**src/rtl/display_7segment_scanner_pkg.sv**
```systemverilog
// Shared definitions for the 7-segment scanner: blank pattern, FSM state
// encoding and the hex-to-segment table (common-anode, active-low,
// bit order {dp,g,f,e,d,c,b,a}).
package display_7segment_scanner_pkg;

   // All segments and the decimal point off on a common-anode display
   localparam logic [7:0] SEG_OFF = 8'hFF;

   typedef enum logic [1:0] {
      ST_IDLE  = 2'd0,
      ST_BLANK = 2'd1,
      ST_SHOW  = 2'd2
   } state_e;

   // Hex digit to active-low segment pattern, decimal point always off
   function automatic logic [7:0] hex_to_seg(input logic [3:0] hex);
      logic [7:0] seg;
      case (hex)
         4'h0:    seg = 8'hC0;
         4'h1:    seg = 8'hF9;
         4'h2:    seg = 8'hA4;
         4'h3:    seg = 8'hB0;
         4'h4:    seg = 8'h99;
         4'h5:    seg = 8'h92;
         4'h6:    seg = 8'h82;
         4'h7:    seg = 8'hF8;
         4'h8:    seg = 8'h80;
         4'h9:    seg = 8'h90;
         4'hA:    seg = 8'h88;
         4'hB:    seg = 8'h83;
         4'hC:    seg = 8'hC6;
         4'hD:    seg = 8'hA1;
         4'hE:    seg = 8'h86;
         default: seg = 8'h8E;
      endcase
      return seg;
   endfunction

endpackage

```
**src/rtl/display_7segment_scanner_decoder.sv**
```systemverilog
// Combinational hex to 7-segment decoder shared by all digits of the scanner.
module decoderDisplay7Segment
   import display_7segment_scanner_pkg::*;
(
   output logic [7:0] o,
   input  logic [3:0] i
);

   // Pure table lookup; the scanner registers the result
   always_comb begin
      o = hex_to_seg(i);
   end

endmodule

```
**src/rtl/display_7segment_scanner.sv**
```systemverilog
// Time-multiplexed NUM_DIGITS-digit 7-segment driver with an anti-ghost blank
// gap per digit slot and frame-aligned (tear-free) commit of new values.
// Optional build macro: DISPLAY_7SEG_LEADING_ZERO_BLANK_EN blanks leading
// zero digits (digit 0 is never blanked).
module display_7segment_scanner
   import display_7segment_scanner_pkg::*;
#(
   parameter int unsigned NUM_DIGITS   = 4,
   parameter int unsigned REFRESH_DIV  = 50000,
   parameter int unsigned BLANK_CYCLES = 16
) (
   input  logic                    clk,
   input  logic                    rst_n,
   input  logic                    disp_en,
   input  logic                    load,
   input  logic [4*NUM_DIGITS-1:0] data_in,
   output logic [NUM_DIGITS-1:0]   dig_en,
   output logic [7:0]              seg_out,
   output logic                    update_pend,
   output logic                    frame_tick
);

   localparam int unsigned CW = (REFRESH_DIV > 1) ? $clog2(REFRESH_DIV) : 1;
   localparam int unsigned IW = $clog2(NUM_DIGITS);

   localparam logic [CW-1:0] CNT_LAST   = CW'(REFRESH_DIV - 1);
   localparam logic [CW-1:0] BLANK_LAST = CW'(BLANK_CYCLES - 1);
   localparam logic [IW-1:0] IDX_LAST   = IW'(NUM_DIGITS - 1);

   if (NUM_DIGITS < 2 || NUM_DIGITS > 8) begin : g_bad_num_digits
      $error("NUM_DIGITS must be in 2..8");
   end
   if (BLANK_CYCLES < 1 || BLANK_CYCLES >= REFRESH_DIV) begin : g_bad_blank
      $error("BLANK_CYCLES must satisfy 1 <= BLANK_CYCLES < REFRESH_DIV");
   end

   state_e                  state_q;
   logic [IW-1:0]           idx_q;
   logic [CW-1:0]           cnt_q;
   logic [4*NUM_DIGITS-1:0] shadow_q;
   logic [4*NUM_DIGITS-1:0] active_q;
   logic                    pend_q;
   logic [NUM_DIGITS-1:0]   dig_en_q;
   logic [7:0]              seg_q;
   logic                    tick_q;

   logic                    slot_last;
   logic                    blank_last;
   logic                    frame_wrap;
   logic                    commit;
   logic [3:0]              nibble_sel;
   logic [7:0]              seg_dec;
   logic [7:0]              seg_show_d;
   logic [NUM_DIGITS-1:0]   dig_sel;

   // Slot timing and frame boundary / commit qualification
   always_comb begin
      slot_last  = (cnt_q == CNT_LAST);
      blank_last = (cnt_q == BLANK_LAST);
      frame_wrap = disp_en && (state_q == ST_SHOW) && slot_last && (idx_q == IDX_LAST);
      commit     = pend_q && ((disp_en && (state_q == ST_IDLE)) || frame_wrap);
   end

   // SHOW is only ever entered or held with idx_q unchanged and no commit on
   // that edge, so decoding active_q at idx_q gives the pattern for the next cycle
   always_comb begin
      nibble_sel = '0;
      for (int unsigned k = 0; k < NUM_DIGITS; k++) begin
         if (IW'(k) == idx_q) begin
            nibble_sel = active_q[4*k +: 4];
         end
      end
   end

   decoderDisplay7Segment u_decoder (
      .o (seg_dec),
      .i (nibble_sel)
   );

`ifdef DISPLAY_7SEG_LEADING_ZERO_BLANK_EN
   logic upper_zero;

   // Blank a digit when it and every more significant digit are zero
   always_comb begin
      upper_zero = 1'b1;
      for (int unsigned k = 0; k < NUM_DIGITS; k++) begin
         if ((IW'(k) >= idx_q) && (active_q[4*k +: 4] != 4'h0)) begin
            upper_zero = 1'b0;
         end
      end
      seg_show_d = ((idx_q != '0) && upper_zero) ? SEG_OFF : seg_dec;
   end
`else
   // Every digit shows its decoded nibble, zeros included
   always_comb begin
      seg_show_d = seg_dec;
   end
`endif

   // One-hot strobe for the current digit
   always_comb begin
      dig_sel = {{(NUM_DIGITS-1){1'b0}}, 1'b1} << idx_q;
   end

   // Scan FSM with registered digit/segment outputs and frame tick
   always_ff @(posedge clk or negedge rst_n) begin
      if (!rst_n) begin
         state_q  <= ST_IDLE;
         idx_q    <= '0;
         cnt_q    <= '0;
         dig_en_q <= '0;
         seg_q    <= SEG_OFF;
         tick_q   <= 1'b0;
      end else begin
         tick_q <= 1'b0;
         if (!disp_en) begin
            state_q  <= ST_IDLE;
            idx_q    <= '0;
            cnt_q    <= '0;
            dig_en_q <= '0;
            seg_q    <= SEG_OFF;
         end else begin
            case (state_q)
               ST_IDLE: begin
                  state_q  <= ST_BLANK;
                  idx_q    <= '0;
                  cnt_q    <= '0;
                  dig_en_q <= '0;
                  seg_q    <= SEG_OFF;
               end
               ST_BLANK: begin
                  cnt_q <= cnt_q + 1'b1;
                  if (blank_last) begin
                     state_q  <= ST_SHOW;
                     dig_en_q <= dig_sel;
                     seg_q    <= seg_show_d;
                  end else begin
                     dig_en_q <= '0;
                     seg_q    <= SEG_OFF;
                  end
               end
               ST_SHOW: begin
                  if (slot_last) begin
                     state_q  <= ST_BLANK;
                     cnt_q    <= '0;
                     dig_en_q <= '0;
                     seg_q    <= SEG_OFF;
                     if (idx_q == IDX_LAST) begin
                        idx_q  <= '0;
                        tick_q <= 1'b1;
                     end else begin
                        idx_q <= idx_q + 1'b1;
                     end
                  end else begin
                     cnt_q    <= cnt_q + 1'b1;
                     dig_en_q <= dig_sel;
                     seg_q    <= seg_show_d;
                  end
               end
               default: begin
                  state_q  <= ST_IDLE;
                  idx_q    <= '0;
                  cnt_q    <= '0;
                  dig_en_q <= '0;
                  seg_q    <= SEG_OFF;
               end
            endcase
         end
      end
   end

   // Double buffer: commit uses the pre-edge shadow, so a coincident load
   // lands in the shadow and keeps the pending flag set
   always_ff @(posedge clk or negedge rst_n) begin
      if (!rst_n) begin
         shadow_q <= '0;
         active_q <= '0;
         pend_q   <= 1'b0;
      end else begin
         if (commit) begin
            active_q <= shadow_q;
         end
         if (load) begin
            shadow_q <= data_in;
            pend_q   <= 1'b1;
         end else if (commit) begin
            pend_q <= 1'b0;
         end
      end
   end

   assign dig_en      = dig_en_q;
   assign seg_out     = seg_q;
   assign update_pend = pend_q;
   assign frame_tick  = tick_q;

endmodule

```
**config.mk**
```make
export PLATFORM = sky130hd
export DESIGN_NAME = display_7segment_scanner
export DESIGN_NICKNAME = d
export VERILOG_FILES = /design/src/rtl/display_7segment_scanner_pkg.sv /design/src/rtl/display_7segment_scanner_decoder.sv /design/src/rtl/display_7segment_scanner.sv
export SDC_FILE = /design/constraint.sdc
export NUM_CORES = 1
export LEC_CHECK = 0
export CAP_MARGIN = 20
export CORE_MARGIN = 3
export CORE_UTILIZATION = 40
export DETAILED_ROUTE_END_ITERATION = 10
export PLACE_DENSITY_LB_ADDON = 0.1
export SETUP_SLACK_MARGIN = 0.4
export SKIP_CTS_REPAIR_TIMING = 1
export SYNTH_ARGS = -nofsm -noshare
export SYNTH_HDL_FRONTEND = slang
export SYNTH_SLANG_ARGS = --single-unit
```
**constraint.sdc**
```tcl
create_clock -name clk -period 3.7 [get_ports clk]
set_clock_uncertainty 0.15 [all_clocks]
set_input_delay 0.37 -clock clk [delete_from_list [all_inputs] [get_ports clk]]
set_output_delay 0.37 -clock clk [all_outputs]
set_load 0.01 [all_outputs]
```
### Word-level counts from Yosys, hierarchy flattened

Memories as Yosys holds them, arrays and structs flattened.
Cells that the tools add are included.

* memories kept: 1
* word-level logic and storage cells: 64
* bits in read-only memories: 112
* flip-flop bits (word level): 66
* output and inout bits: 14
* bits of input ports: 20

* shifts and indexed selects: 1
* add/subtract/negate cells: 2
* eq/ne operators: 11
* muxes and demuxes: 29
* reduce and logical (&&, ||, !) cells: 11

Memory list
* (no name shown): depth 16, bits a word 7, read ports 1, clocked after memory_dff 0, write ports 0, line display_7segment_scanner_pkg.sv:18 `case (hex)`

Operators by type and width (count)
* 2-to-1 mux 16 bit: 2
* case mux 16 bit (2 select lines): 1
* 2-to-1 mux 4 bit: 7
* 2-to-1 mux 8 bit: 3
* adder 16 x 1 -> 16 bit, second input constant: 1
* == test 16 bit, second input constant: 1
* == test 16 x 4 -> 1 bit, second input constant: 1
* case mux 8 bit (2 select lines): 1
* 2-to-1 mux 2 bit: 6
* case mux 4 bit (2 select lines): 1
* 2-to-1 mux 1 bit: 6
* inequality test 3 bit, second input constant: 2
* case mux 2 bit (3 select lines): 1
* logical AND 1 bit: 5
* == test 2 bit, first input constant: 2
* == test 2 bit, second input constant: 2
* zero test 2 bit: 2
* case mux 2 bit (2 select lines): 1
* AND reduction 2 bit: 2
* << shifter 1 x 2 -> 4 bit, first input constant: 1
* adder 2 x 1 -> 2 bit, second input constant: 1
* == test 1 x 2 -> 1 bit, first input constant: 1
* == test 2 x 1 -> 1 bit, second input constant: 1
* inequality test 2 bit, second input constant: 1
* 2 further kinds: 2

### Logic depth before layout (Yosys ltp)

Gate-level depths: netlist of the first run.
An unclocked memory read counts as a cell.

* depth after elaboration: 9
* mapped depth: 13
* gate-level depth less buffers: 12

### By module

From an unflattened synthesis of the first run, not the netlist that was laid out.

* cells, all modules: 295
* area total of the unflattened synthesis: 3301.9 um2

By module, submodules not included
* display_7segment_scanner: seq. area each 1661.6 um2, cells an instance 258, area an instance 3020.4 um2, times used 1
* decoderDisplay7Segment: seq. area each 0.0 um2, cells an instance 37, area an instance 281.5 um2, times used 1

### Worst setup path before layout of the first run

No wires, ideal clock.

* path kind: register to register
* start point: reg idx_q[0]
* end point: reg seg_q[0], in the netlist seg_out[0]
* stages on the path, launching flop included: 13
* path buffers: 1
* library setup time: 0.086 ns
* clock period less this slack: 2.684 ns
* slack: 1.016 ns
* data arrival time: 2.448 ns
* data required time: 3.464 ns
* cell sequence: dfrtp_1 -> inv_1 -> ha_1 -> buf_2 -> a21oi_1 -> o21ai_0 -> a22oi_1 -> inv_1 -> ha_1 -> or3b_2 -> o221a_2 -> o21ai_0 -> o21ai_1

* cells in the longest elaborated chain, start to end: 9
* elaborated cells on any way between the ends: 13
* classes of those cells: eq/ne (3); mux (8); reduce/logical (1); memory (1)

Ends and longest elaborated chain
* from (decl): line display_7segment_scanner.sv:38 `logic [IW-1:0] idx_q;`
* from (signal assigned): line display_7segment_scanner.sv:152 `idx_q <= idx_q + 1'b1;`
* zero test 2 bit: line display_7segment_scanner.sv:69 `if (IW'(k) == idx_q) begin`
* 2-to-1 mux 4 bit (3 in a row): line display_7segment_scanner.sv:69
* 2-to-1 mux 4 bit (*): line display_7segment_scanner.sv:69
* memory read (16 x 7 bit) (*)
* 2-to-1 mux 8 bit, on equally long branches: line display_7segment_scanner.sv:143, display_7segment_scanner.sv:133
* case mux 8 bit (2 select lines) (*): line display_7segment_scanner.sv:123 `case (state_q)`
* 2-to-1 mux 8 bit (*): line display_7segment_scanner.sv:116 `if (!disp_en) begin`
* to (signal assigned): line display_7segment_scanner.sv:136 `seg_q <= seg_show_d;`
* to (signal assigned): line display_7segment_scanner.sv:157 `seg_q <= seg_show_d;`
* to (decl): line display_7segment_scanner.sv:44 `logic [7:0] seg_q;`

Every way passes the cells marked *; elsewhere a longest branch is shown, timed or not.
A chain may end at the register's enable or synchronous reset.

### Worst setup path in the final report of the first run

Same ends and word-level chain as after synthesis.

==> results of run 1 <==
-- worst register-to-register path, stage by stage (launching register included) --
cell and delay [ns]:
dfrtp_1 0.43, inv_1 0.09, ha_1 0.30, a21oi_1 0.14, o21ai_0 0.09, a22oi_1 0.41
inv_1 0.17, ha_1 0.27, or3b_2 0.47, o221a_2 0.14, o21ai_0 0.13, o21ai_1 0.08
-- state kept, by name (all words and copies together) (netlist names) --
signal / flops
active_q: 16
cnt_q: 16
dig_en: 4
frame_tick: 1
idx_q: 2
seg_out: 7
shadow_q: 16
state_q: 2
update_pend: 1
-- worst paths after layout --
kind / slack (ns) / start / depth (start not counted) / end
hold / removal: 0.31 / cnt_q[0] / 1 / cnt_q[0]
max in group asynchronous: 2.27 / rst_n / 3 / shadow_q[13]
min in group asynchronous: 0.43 / rst_n / 2 / shadow_q[5]
hold reg to reg: 0.31 / cnt_q[0] / 1 / cnt_q[0]
setup / recovery: 0.75 / idx_q[0] / 11 / seg_out[0]
setup reg to reg: 0.75 / idx_q[0] / 11 / seg_out[0]
-- cell families (layout without fill, tap and decap cells) --
logic type,Yosys count,count (layout),synth area share
adder cells (fa/ha/maj),15,15,0.05658
other,1,1,0.001131
AND/OR/NAND/NOR,92,92,0.1505
buffers and inverters,23,65,0.03583
AO/OA/AOI/OAI,39,39,0.08487
XOR/XNOR,15,15,0.03961
flip-flops,65,65,0.4930
multiplexers,38,38,0.1384
-- layer usage --
metal / track usage / routed length [um] / part of all wire
met1: 0.1969 / 3097 / 0.50
met3: 0.02872 / 212 / 0.035
met4: 0.06263 / 122 / 0.020
met2: 0.2102 / 2704 / 0.44
met5: 0 / 0 / 0
-- metrics by stage --
step	util	cell area (sq um)	instances	worst slack [ns]	hold WS (ns)
final	0.5003	3946	432	0.7459	0.3057
after global routing	0.5003	3946	432	0.4288	0.3296
after CTS	0.4990	3936	431	0.7520	-0.08948
after detailed placement	0.4711	3716	415	0.7575	0.2754
after global placement	0.4711	3716	415	0.8782	0.2759
after floorplan	-	3317	288	1.016	-0.07559
-- where the power goes --
group          internal [W]  switching, W  leakage, nW  total, W
combinational      0.000432      0.000423        0.792  0.000856
clock              0.000397      0.000273        0.113  0.000670
sequential         0.000883     0.0000860        0.807  0.000969
-- layout by cell type (no fill, tap or decap), drive strengths merged, types with 2 or more instances in the layout --
master	Yosys	layout
dfrtp	58	58
mux2	33	33
clkdlybuf4s50	0	31
nor2	29	29
ha	15	15
o21ai	13	13
inv	12	12
nand2	11	11
clkbuf	2	11
nand3	9	9
nor3	9	9
xnor2	8	8
and3	7	7
xor2	7	7
dfstp	7	7
a21oi	6	6
a22oi	6	6
and2	6	6
nor2b	5	5
mux2i	5	5
buf	9	5
nand3b	4	4
a211oi	4	4
nor3b	3	3
nand2b	3	3
clkinv	0	3
or2	2	2
o31ai	2	2
bufinv	0	2
-- cell type report --
type | instances | area share
Clock buffer | 11 | 0.03583
Clock inverter | 5 | 0.01997
Inverter | 12 | 0.01141
Multi-Input combinational cell | 200 | 0.3960
Sequential cell | 65 | 0.4144
Tap cell | 102 | 0.03234
Timing Repair Buffer | 37 | 0.09004
==> impl_metrics.ini, run 1 <==
[yosys]
yosysMostFrequentCell = dfrtp_1
ys_seq_area_frac = 0.4930
synth_fp_nets = 323
ys.warnings.count = 0
ys.flop_type = dfrtp_1
syn_inst = 288
synth.avg_cell_area_sq_um = 11.52
synth_area_leaders = dfrtp_1, mux2_2, ha_1, dfstp_2, mux2_4
synth_cell_types = 48
synth_top_area_cell = dfrtp_1
synth_edf_count = 0
synth-seq-cells = 65
synth_commonest_cells = dfrtp_1, nor2_1, mux2_2
syn_area_sq_um = 3317
synth_top_area_share = 0.4376
synthArstFlopShare = 1.000

[cells_and_area]
nFillCells = 723
syn_to_final_growth_pct = 18.97
multiInputGateArea_sq_um = 1563
register_area_sq_um = 1635
drive_gt1_frac = 0.2061
antenna_cells = 0
num-nets-final = 360

[die]
ios = 34
core_sq_um = 7888
chipHeight_um = 97.06
num_rows = 32
dieArea_sq_um = 9421
die_w_um = 97.06
initial_core_util = 0.4205

[flow_run]
cap_violations = 0

[detailed_routing]
postRouteAntennaNets = 0
detailedRoute.firstPassIterationCount = 4
vias = 2173
wl_mm = 6.136
drt_iter0_markers = 70
via_per_inst = 5.030
post_drt_wl_per_cell_um = 14.20
drcViolationCount = 0

[cts]
cts_tree = done
cts_buffers = 9
htree_levels = 3
clk_pin_slew_ns = 0.07
root_buffer = clkbuf_8
clk_latency_ns = 0.33
cts_max_path_buffers = 2
cts_num_sinks = 65

[setup_path]
crit_slowest_cell = or3b_2
path_class = reg2reg
cp.arrival_ns = 3.05
cp_data_required_time_ns = 3.80
setup.worst_path.start_class = flip-flop
crit_chain = inv_1 -> ha_1 -> a21oi_1 -> o21ai_0 -> a22oi_1 -> inv_1 -> ha_1 -> or3b_2 -> o221a_2 -> o21ai_0 -> o21ai_1
path_max_fanout = 9
cp_top_family = compound AO/OA/AOI/OAI gates
endpoint_kind = flip-flop
critPathBufInv = 2
critical_path.max_stage_delay_ns = 0.47

[pwr]
irDropWorstVdd_mv = 0.2121
leakagePower_nw = 1.712
power_density_nw_per_um2 = 632.3
power_w = 0.002495

[timing]
timing.fmax_ghz = 0.3385
setup_violations = 0
worstMarginPinSlew_ns = 0.7977
slew_violations = 0
rsz0062_at_grt = false
finalHoldViolations = 0
relSlewSlack = 0.4666
tns_ns = 0
finalCriticalPeriod_ns = 2.954
period_share = 0.7984

[grt]
grt.overflow.total = 0
gr-usage-all-layers = 0.1405
grt_max_degree = 29
grt_pass1_vias = 2212
antenna_found_initial = 0
grt_pass1_wl_mm = 10.79

[placed_design]
portBuffers = 32
hpwl_mm = 4.430
gp_congestion = 0.8490

[outcome]
status = complete, no violations

[hold_path]
hold_path.class = reg2reg
No activity file was read; power rests on OpenSTA's default activity.
==> run 2, diff against run 1 <==
==> constraint.sdc (replaced) <==
create_clock -name clk -period 2.93 [get_ports clk]
set_clock_uncertainty 0.15 [all_clocks]
set_input_delay 0.293 -clock clk [delete_from_list [all_inputs] [get_ports clk]]
set_output_delay 0.293 -clock clk [all_outputs]
set_load 0.01 [all_outputs]
==> run 2 against run 1 <==
Compared with the run above:
- sequential share of layout area fell by 3.2 points
- clock power rose by 39%
- total power rose by 40%
- cell area rose by 8.6%
- sequential power rose by 27%
- critical path depth fell by 1
- wire length rose by 6.4%
- die area did not move
- core utilization rose by 4.3 points
- critical path type unchanged
==> impl_metrics.ini, run 2 (same netlist as run 1, synthesis figures left out) <==
[pwr]
power_density_nw_per_um2 = 816.2
irDropWorstVdd_mv = 0.2926
leakagePower_nw = 1.821

[detailed_routing]
post_drt_wl_per_cell_um = 14.53
drt_iter0_markers = 80
wl_mm = 6.526
detailedRoute.firstPassIterationCount = 4
postRouteAntennaNets = 0
vias = 2251
drcViolationCount = 0
via_per_inst = 5.013

[timing]
timing.fmax_ghz = 0.3990
finalHoldViolations = 0
period_share = 0.8553
worstMarginPinSlew_ns = 0.7877
tns_ns = 0
relSlewSlack = 0.4732
slew_violations = 0
setup_violations = 0
finalCriticalPeriod_ns = 2.506
rsz0062_at_grt = true

[die]
num_rows = 32
initial_core_util = 0.4205
die_w_um = 97.06
core_sq_um = 7888
dieArea_sq_um = 9421
chipHeight_um = 97.06
ios = 34

[hold_path]
hold_path.class = in2async

[setup_path]
cp.arrival_ns = 2.61
path_max_fanout = 15
path_class = reg2reg
cp_data_required_time_ns = 3.03
setup.worst_path.start_class = flip-flop
endpoint_kind = flip-flop

[cts]
root_buffer = clkbuf_8
htree_levels = 3
cts_max_path_buffers = 2
cts_tree = done
cts_buffers = 9
clk_pin_slew_ns = 0.07
cts_num_sinks = 65
clk_latency_ns = 0.34

[grt]
grt_max_degree = 35
grt.overflow.total = 0
antenna_found_initial = 0
grt_pass1_wl_mm = 10.98
gr-usage-all-layers = 0.1431
grt_pass1_vias = 2249

[cells_and_area]
final_common_cell = dfrtp_1
antenna_cells = 0
final_cell_mix = dfrtp_1, clkdlybuf4s50_1, nor2_1
drive_gt1_frac = 0.3228
syn_to_final_growth_pct = 29.20
num-nets-final = 377
nFillCells = 695
multiInputGateArea_sq_um = 1729
fin_util = 0.5433
register_area_sq_um = 1638
reg.largest.list = active_q: 16 flops, cnt_q: 16 flops, shadow_q: 16 flops

[placed_design]
portBuffers = 32
hpwl_mm = 4.408
gp_congestion = 0.8207

[flow_run]
cap_violations = 0

[outcome]
status = complete, no violations
## run 2: changes by cell type in the layout (fill, tap and decap cells not counted), sizes merged
| cell | change |
|---|---|
| buf | +16 |
| clkinv | -2 |
| bufinv | +1 |
| clkbuf | +1 |
| clkinvlp | +1 |
## run 2: worst max-delay path: stages, from the launching register on
cell      delay, ns
dfrtp_2        0.48
inv_4          0.11
ha_4           0.18
clkbuf_2       0.17
a211oi_1       0.07
a211oi_2       0.23
buf_4          0.24
or3b_2         0.47
o221a_4        0.14
o21ai_2        0.10
o21ai_1        0.07
## run 2: power by group
part	internal, W	switching (W)	leakage, nW
clock network	0.000588	0.000342	0.120
logic	0.000702	0.000637	0.898
registers	0.00112	0.000114	0.804
total	0.00240	0.00109	1.82
## run 2: metrics by stage
step / power, W / cell area, sq um / hold slack, ns / cells / setup slack [ns]
after floorplan: 0.002041 / 3327 / -0.1526 / 288 / 0.4115
after global placement: 0.002345 / 3749 / 0.005399 / 418 / 0.2258
after detailed placement: 0.002345 / 3749 / 0.002723 / 418 / 0.1941
after CTS: 0.003301 / 3993 / -0.3735 / 434 / 0.1876
after global routing: 0.003729 / 4285 / 0.1912 / 449 / 0.2921
final: 0.003498 / 4285 / 0.1805 / 449 / 0.4240
## run 2: final cells by class
class	count	area share
Tap cell	102	0.02978
Multi-Input combinational cell	200	0.4035
Sequential cell	65	0.3822
Inverter	12	0.01226
Clock buffer	11	0.03299
Timing Repair Buffer	54	0.1153
Clock inverter	5	0.02394
## run 2: worst paths after layout
| path | start | end | slack [ns] | cells after the start |
|---|---|---|---|---|
| min in group clk | cnt_q[0] | cnt_q[0] | 0.31 | 1 |
| min reg2reg | cnt_q[0] | cnt_q[0] | 0.31 | 1 |
| max | idx_q[0] | seg_out[0] | 0.42 | 10 |
| max in group asynchronous | rst_n | idx_q[0] | 1.76 | 3 |
| min | rst_n | shadow_q[5] | 0.18 | 2 |
| max reg2reg | idx_q[0] | seg_out[0] | 0.42 | 10 |
## run 2: metal layers
layer / global-route usage / part of all wire / up-vias
met4: 0.05832 / 0.0087 / 0
li1: - / - / 1107
met3: 0.03518 / 0.038 / 5
met5: 0 / 0 / -
met2: 0.2176 / 0.47 / 34
met1: 0.1960 / 0.49 / 1105
==> run 3, diff against run 2 <==
--- a/config.mk
+++ b/config.mk
@@ -10,6 +10,7 @@
 export CORE_UTILIZATION = 40
 export DETAILED_ROUTE_END_ITERATION = 10
 export PLACE_DENSITY_LB_ADDON = 0.1
+export REMOVE_ABC_BUFFERS = 1
 export SETUP_SLACK_MARGIN = 0.4
 export SKIP_CTS_REPAIR_TIMING = 1
 export SYNTH_ARGS = -nofsm -noshare
==> run 3 against run 2 <==
Compared with the run above:
- sequential cell count did not move
- first-iteration DRC count is 49% lower
- worst setup slack improved by 0.041 ns
- cell count fell by 1.3%
- combinational power is 10% lower
- clock-buffer cell count decreased by 1
- global-route usage shrank 0.70 points
- cell area is 3.3% lower
- highest routed layer unchanged
- hold slack gained 0.12 ns
- total power is 6.9% lower
- clock power decreased by 9.7%
- largest cell class unchanged
==> impl_metrics.ini, run 3 (same netlist as run 1, synthesis figures left out) <==
[detailed_routing]
via_per_inst = 4.919
drcViolationCount = 0
wl_mm = 6.090
postRouteAntennaNets = 0
vias = 2179
detailedRoute.firstPassIterationCount = 4
drt_iter0_markers = 41
post_drt_wl_per_cell_um = 13.75

[die]
die_w_um = 97.06
core_sq_um = 7888
dieArea_sq_um = 9421
ios = 34
chipHeight_um = 97.06
num_rows = 32
initial_core_util = 0.4205

[setup_path]
cp.arrival_ns = 2.58
setup.worst_path.start_class = flip-flop
crit_slowest_cell = dfrtp_2
critical_path.max_stage_delay_ns = 0.43
path_max_fanout = 8
crit_chain = inv_4 -> ha_4 -> nand3b_1 -> a221oi_2 -> or2_4 -> inv_4 -> ha_4 -> inv_1 -> mux2i_1 -> a22oi_1 -> o21ai_1 -> o21ai_1
cp_data_required_time_ns = 3.04
path_class = reg2reg
endpoint_kind = flip-flop

[pwr]
irDropWorstVdd_mv = 0.3102
leakagePower_nw = 1.760
power_density_nw_per_um2 = 785.6
power_w = 0.003255

[cells_and_area]
syn_to_final_growth_pct = 24.93
drive_gt1_frac = 0.2815
final_cell_mix = dfrtp_1, clkdlybuf4s50_1, nor2_1
nFillCells = 693
num-nets-final = 371
antenna_cells = 0
reg.largest.list = active_q: 16 flops, cnt_q: 16 flops, shadow_q: 16 flops
final_common_cell = dfrtp_1

[timing]
finalCriticalPeriod_ns = 2.465
finalHoldViolations = 0
relSlewSlack = 0.4926
worstMarginPinSlew_ns = 0.7588
timing.fmax_ghz = 0.4057
hold_ws_ns = 0.3049
setup_violations = 0
rsz0062_at_grt = true
period_share = 0.8412
setup_ws_ns = 0.4652
tns_ns = 0
slew_violations = 0

[grt]
met2_usage = 0.1969
met1_usage = 0.1925
antenna_found_initial = 0
grt.busiest_layer = met2
grtUsageMet3 = 0.03589
gr-usage-all-layers = 0.1362
grt_max_degree = 27
grt.overflow.total = 0
grt_pass1_wl_mm = 10.32
grt_pass1_vias = 2133

[cts]
cts_num_sinks = 65
cts_tree = done
clk_latency_ns = 0.34
cts_buffers = 9
htree_levels = 3
clk_pin_slew_ns = 0.07
root_buffer = clkbuf_8
cts_max_path_buffers = 2

[placed_design]
hpwl_mm = 4.167
gp_congestion = 0.7626
portBuffers = 32
dp_slack_ns = 0.2043

[hold_path]
hold_path.class = reg2reg

[outcome]
status = complete, no violations

[flow_run]
cap_violations = 0
## run 3: stage by stage
step           instances  utilization  cell area [sq um]
2_1_floorplan        277            -               3243
3_3_place_gp         418       0.4740               3739
3_5_place_dp         418       0.4740               3739
4_1_cts              434       0.5019               3959
5_1_grt              443       0.5254               4144
6_report             443       0.5254               4144
## run 3: final cells by class
class,count,area [sq um],area share
inverter,12,50.05,0.01208
clock inverter,6,92.59,0.02234
clock buffer,10,127.6,0.03080
timing repair buffer,48,450.4,0.1087
sequential,65,1638,0.3952
multi-input combinational,200,1658,0.4001
tap,102,127.6,0.03080
## run 3: final timing paths
check | startpoint | endpoint | slack (ns) | depth (start not counted)
min in group asynchronous | rst_n | cnt_q[6] | 0.33 | 2
hold reg to reg | cnt_q[0] | cnt_q[0] | 0.30 | 1
setup / recovery | idx_q[1] | seg_out[3] | 0.47 | 12
setup reg to reg | idx_q[1] | seg_out[3] | 0.47 | 12
hold / removal | cnt_q[0] | cnt_q[0] | 0.30 | 1
max in group asynchronous | rst_n | active_q[11] | 1.54 | 3
## run 3: report_power, final
group,switching (W),internal [W],leakage [nW]
logic,0.000574,0.000625,0.853
clock network,0.000357,0.000482,0.103
registers,0.000103,0.00111,0.804
## run 3: layer usage
metal / wire, um / share of wire
met5: 0 / 0
met1: 3026 / 0.50
met4: 85 / 0.014
met2: 2729 / 0.45
met3: 247 / 0.041
## run 3: worst max-delay path: cells and delay by family (launching register included)
family          cells  cell delay [ns]
compound gates      4             0.65
fa+ha+maj           2             0.44
flops               1             0.43
simple gates        2             0.40
buf+inv             3             0.16
mux                 1             0.14
